==> src/rtl/mux_pkg.sv <==
// Shared definitions for the 4-to-1 round-robin merging multiplexer.
package mux_pkg;

  localparam int N_CH  = 4;
  localparam int SEL_W = 2;

  typedef logic [SEL_W-1:0] sel_t;

  // Channel pointer advance; relies on the 2-bit width to wrap 3 -> 0.
  function automatic sel_t next_ptr(sel_t p);
    return sel_t'(p + sel_t'(1));
  endfunction

endpackage

==> src/rtl/rr_arb4.sv <==
// Combinational rotating-priority arbiter over four requesters.
// The search starts one past last_grant so the previous winner gets lowest priority.
module rr_arb4
  import mux_pkg::*;
(
  input  logic [N_CH-1:0] req,
  input  sel_t            last_grant,
  output sel_t            gnt_idx,
  output logic            any_req
);

  sel_t idx;
  logic found;

  // Walk the four channels in rotated order; the first requester wins.
  always_comb begin
    gnt_idx = '0;
    found   = 1'b0;
    idx     = last_grant;
    for (int k = 0; k < N_CH; k++) begin
      idx = next_ptr(idx);
      if (!found && req[idx]) begin
        gnt_idx = idx;
        found   = 1'b1;
      end
    end
  end

  assign any_req = |req;

endmodule

==> src/rtl/mux_rr_4to1.sv <==
// 4-to-1 valid/ready merging mux with round-robin arbitration and a
// registered output stage. mux_signal tags each word with its source channel.
module mux_rr_4to1
  import mux_pkg::*;
#(
  parameter int DATA_W = 8
) (
  input  logic                   clk,
  input  logic                   rst_n,
  input  logic [N_CH*DATA_W-1:0] mux_in,
  input  logic [N_CH-1:0]        mux_in_valid,
  output logic [N_CH-1:0]        mux_in_ready,
  output logic [DATA_W-1:0]      mux_out,
  output logic                   mux_out_valid,
  input  logic                   mux_out_ready,
  output logic [SEL_W-1:0]       mux_signal
);

  logic [N_CH-1:0][DATA_W-1:0] ch_data;
  logic [DATA_W-1:0]           out_q, out_d;
  logic                        vld_q, vld_d;
  sel_t                        sel_q, sel_d;
  sel_t                        last_q, last_d;
  sel_t                        gnt_idx;
  logic                        any_req;
  logic                        load;

  assign ch_data = mux_in;

  rr_arb4 u_arb (
    .req        (mux_in_valid),
    .last_grant (last_q),
    .gnt_idx    (gnt_idx),
    .any_req    (any_req)
  );

  // The output register can accept a word when empty or being drained this cycle.
  assign load = !vld_q || mux_out_ready;

  // Per-channel ready: only the arbitration winner sees ready, and only when loading.
  for (genvar g = 0; g < N_CH; g++) begin : g_rdy
    assign mux_in_ready[g] = load && any_req && (gnt_idx == sel_t'(g));
  end

  // Next-state for the output stage and the arbitration pointer.
  always_comb begin
    out_d  = out_q;
    vld_d  = vld_q;
    sel_d  = sel_q;
    last_d = last_q;
    if (load) begin
      vld_d = any_req;
      if (any_req) begin
        out_d  = ch_data[gnt_idx];
        sel_d  = gnt_idx;
        last_d = gnt_idx;
      end
    end
  end

  // last_grant resets to 3 so channel 0 is searched first after reset.
  always_ff @(posedge clk or negedge rst_n) begin
    if (!rst_n) begin
      out_q  <= '0;
      vld_q  <= 1'b0;
      sel_q  <= '0;
      last_q <= sel_t'(N_CH - 1);
    end else begin
      out_q  <= out_d;
      vld_q  <= vld_d;
      sel_q  <= sel_d;
      last_q <= last_d;
    end
  end

  assign mux_out       = out_q;
  assign mux_out_valid = vld_q;
  assign mux_signal    = sel_q;

endmodule

==> config.mk <==
export PLATFORM = sky130hd
export DESIGN_NAME = mux_rr_4to1
export DESIGN_NICKNAME = d
export VERILOG_FILES = /design/src/rtl/mux_pkg.sv /design/src/rtl/rr_arb4.sv /design/src/rtl/mux_rr_4to1.sv
export SDC_FILE = /design/constraint.sdc
export NUM_CORES = 1
export LEC_CHECK = 0
export CORE_ASPECT_RATIO = 1.4
export CORE_UTILIZATION = 39
export CTS_CLUSTER_DIAMETER = 80
export DETAILED_ROUTE_END_ITERATION = 7
export GPL_TIMING_DRIVEN = 0
export PLACE_DENSITY = 0.86
export SKIP_CTS_REPAIR_TIMING = 1
export SLEW_MARGIN = 10
export SYNTH_ARGS = -nofsm -noshare
export SYNTH_HDL_FRONTEND = slang
export SYNTH_SLANG_ARGS = --single-unit
==> constraint.sdc <==
create_clock -name clk -period 5.78 [get_ports clk]
set_input_delay 1.445 -clock clk [delete_from_list [all_inputs] [get_ports clk]]
set_output_delay 1.445 -clock clk [all_outputs]
set_load 0.05 [all_outputs]
==> results.py, run 1 <==
metrics = {
    "cts": {
        "cts_tree": "done",
        "cts_root_buf": "clkbuf_4",
        "clockBufferDepth": 2,
        "numCtsBuffers": 3,
        "path_clk_slew_ps": 80,
        "cts_max_level": 1,
        "clk_latency_ps": 260,
        "clkSinkCount": 13,
    },
    "sta": {
        "fin_crit_ps": 5390,
        "finalCritPeriodShare": 0.933,
        "hold_violations": 0,
        "fin_skew_ps": 0.421,
        "worst_slew_pin_slew_ps": 614,
        "relSlewSlack": 0.589,
        "slew_violations": 0,
        "fin_setup_tns_ps": 0,
        "setup_viol": 0,
        "fmax_mhz": 185,
        "rsz0062_at_grt": "false",
        "timing.hold.ws_ps": 484,
    },
    "grt": {
        "antenna_found_initial": 0,
        "grt_max_degree": 14,
        "grtUsageTotal": 0.208,
        "overflow": 0,
        "grt_pass1_wl_mm": 4.02,
        "first_global_vias": 981,
    },
    "yosys": {
        "ys_seq_area_frac": 0.371,
        "ys_ff_latch": 13,
        "syn_nets": 132,
        "ys_warn_count": 0,
        "synth-edff-count": 0,
        "ys.flop_type": "dfrtp_1",
        "netlist_instances": 93,
        "synth.distinct_cells": 28,
        "avgSynthCellArea_um2": 9.50,
        "async_reset_ff_frac": 1.00,
        "netlist_area_um2": 883,
    },
    "placement": {
        "post_dp_cell_area_mm2": 0.00144,
        "portBuffers": 53,
        "dp_hpwl_mm": 1.96,
        "place_congestion": 0.784,
    },
    "worst_setup_path": {
        "crit_type": "primary input to primary output",
        "rr_worst_depth": 5,
        "crit_chain": "clkdlybuf4s50_1 > nor2b_1 > a21oi_1 > o221a_2 > buf_6 > buf_6 > nor3_1 > clkdlybuf4s50_1",
        "arrival_ps": 3950,
        "critPathLaunch": "mux_in_valid[1]",
        "cp-endpoint": "mux_in_ready[3]",
        "critPathLaunchType": "primary input",
        "crit_fanout": 10,
        "rrSetupSlack_ps": 3780,
        "slowest_stage": "clkdlybuf4s50_1",
        "slowest_delay_ps": 850,
        "critical_path_required_ps": 4340,
        "reg2reg_to": "mux_out[2]$_DFFE_PN0P_",
        "endpoint_kind": "primary output",
        "r2r_start": "last_q[0]$_DFFE_PN1P_",
    },
    "floorplanning": {
        "die-height_um": 58.3,
        "coreArea_mm2": 0.00215,
        "start_util": 0.410,
        "die_w_um": 42.2,
        "io_pins": 54,
        "fp-row-count": 20,
        "die_area_mm2": 0.00246,
    },
    "drt": {
        "first_pass_iters": 4,
        "drt_iter0_drc": 12,
        "vias_per_cell": 5.61,
        "drt_wl_total_mm": 2.51,
        "wl_per_cell_um": 14.6,
        "drc_errors": 0,
        "num_vias": 965,
        "ant_nets": 0,
    },
    "power": {
        "p_switching_mw": 0.205,
        "pwr-share-clk": 0.118,
        "peakVddDrop_mv": 0.223,
        "swShare": 0.446,
        "power_frac_comb": 0.592,
        "p_int_mw": 0.254,
        "p_leak_nw": 0.605,
        "p_per_area_mw_per_mm2": 313,
        "seq_power_share": 0.290,
        "power_mw": 0.459,
    },
    "finish": {
        "final_net_count": 190,
        "nFillCells": 173,
        "multi_input_area_um2": 512,
        "drive_gt1_frac": 0.120,
        "design_area_mm2": 0.00147,
        "area_growth_pct": 66.1,
        "ff_latch_area_um2": 328,
        "n_antenna_cell": 0,
    },
    "worst_hold_path": {
        "min_from": "mux_signal[1]$_DFFE_PN0P_",
        "hp-class": "register to register",
    },
    "run_status": {
        "status": "finished, final reports clean",
    },
    "run": {
        "cap_violations": 0,
    },
}
-- worst min-delay path by stage --
stage                                      endpoint  slack [ps]  cells after the start
after global routing      mux_signal[1]$_DFFE_PN0P_         520                      1
after global placement    mux_signal[1]$_DFFE_PN0P_         470                      1
after CTS                 mux_signal[1]$_DFFE_PN0P_         490                      1
after detailed placement  mux_signal[1]$_DFFE_PN0P_         470                      1
after floorplan               last_q[0]$_DFFE_PN1P_         500                      2
final                     mux_signal[1]$_DFFE_PN0P_         480                      1
-- worst max-delay path: cells and delay by family --
kind                   cells  cell delay [ps]
buffers and inverters      4             1720
AO/OA/AOI/OAI              2              340
AND/OR/NAND/NOR            2              440
-- routing by layer --
layer,part of all wire,track usage,up-vias
met5,0,0,-
li1,-,-,460
met2,0.56,0.404,41
met1,0.38,0.217,458
met4,0.018,0.116,0
met3,0.049,0.0123,6
-- Yosys cell counts, types with 2 or more instances --
| master | n | area [um2] |
|---|---|---|
| dfrtp_1 | 11 | 275 |
| a21oi_1 | 3 | 15.0 |
| nand2b_1 | 2 | 12.5 |
| clkbuf_1 | 2 | 7.51 |
| dfstp_2 | 2 | 52.6 |
| a21o_1 | 3 | 22.5 |
| nor3_1 | 6 | 30.0 |
| buf_6 | 2 | 22.5 |
| nor2_1 | 13 | 48.8 |
| and3_1 | 2 | 12.5 |
| mux2i_1 | 13 | 130 |
| a221oi_1 | 4 | 35.0 |
| nand2_1 | 8 | 30.0 |
| a211oi_1 | 4 | 30.0 |
| a2111oi_2 | 4 | 60.1 |
| buf_2 | 2 | 10.0 |
-- final cells by class --
cell class	count	area share
buffer	6	0.0273
clock buffer	4	0.0179
inverter	1	0.00256
multi-input combinational	73	0.349
sequential	13	0.223
tap	22	0.0188
timing repair buffer	53	0.361
-- per-stage QoR --
step	utilization	setup WS [ps]	instances
after floorplan	-	1020	93
after global placement	0.670	498	168
after detailed placement	0.670	454	168
after CTS	0.682	440	172
after global routing	0.682	280	172
final	0.682	387	172
-- logic make-up after synthesis --
| kind of cell | share of synthesized area |
|---|---|
| and+or+nand+nor | 0.217 |
| AOI/OAI and AO/OA | 0.215 |
| buffers and inverters | 0.0496 |
| muxes | 0.147 |
| DFF | 0.371 |
-- power groups by stage --
| stage | logic [mW] | registers [mW] | clock network [mW] |
|---|---|---|---|
| 2_1_floorplan | 0.104 | 0.204 | 0 |
| 3_3_place_gp | 0.268 | 0.133 | 0 |
| 3_5_place_dp | 0.271 | 0.135 | 0 |
| 4_1_cts | 0.273 | 0.133 | 0.0546 |
| 5_1_grt | 0.286 | 0.136 | 0.0592 |
| 6_report | 0.272 | 0.133 | 0.0541 |
-- flip-flops by register name, indices dropped and copies added (netlist names) --
name and flops:
mux_signal 2, mux_out 8, mux_out_valid 1, last_q 2
-- placed cells by master (no fill, tap or decap), types with 3 or more instances in the layout --
cell type / count
clkdlybuf4s50_1: 53
mux2i_1: 13
nor2_1: 13
dfrtp_1: 11
nand2_1: 8
nor3_1: 6
a2111oi_2: 4
a211oi_1: 4
a221oi_1: 4
a21oi_1: 3
a21o_1: 3
clkbuf_1: 3
clkbuf_4: 3
Note: power is estimated with default switching activity, not from simulation.
==> inputs of run 2 (changes only) <==
==> constraint.sdc (replaced) <==
create_clock -name clk -period 5.78 [get_ports clk]
set_input_delay 1.445 -clock clk [delete_from_list [all_inputs] [get_ports clk]]
set_output_delay 1.445 -clock clk [all_outputs]
set_load 0.01 [all_outputs]
==> results of run 2 <==
The final DEF is identical to that of run 1. Status: finished, final reports clean.
Among the figures that moved: setup slack after placement 454 ps -> 721 ps; setup slack after layout 387 ps -> 654 ps; total power 0.459 mW -> 0.385 mW; worst IR drop on VDD 0.223 mV -> 0.183 mV
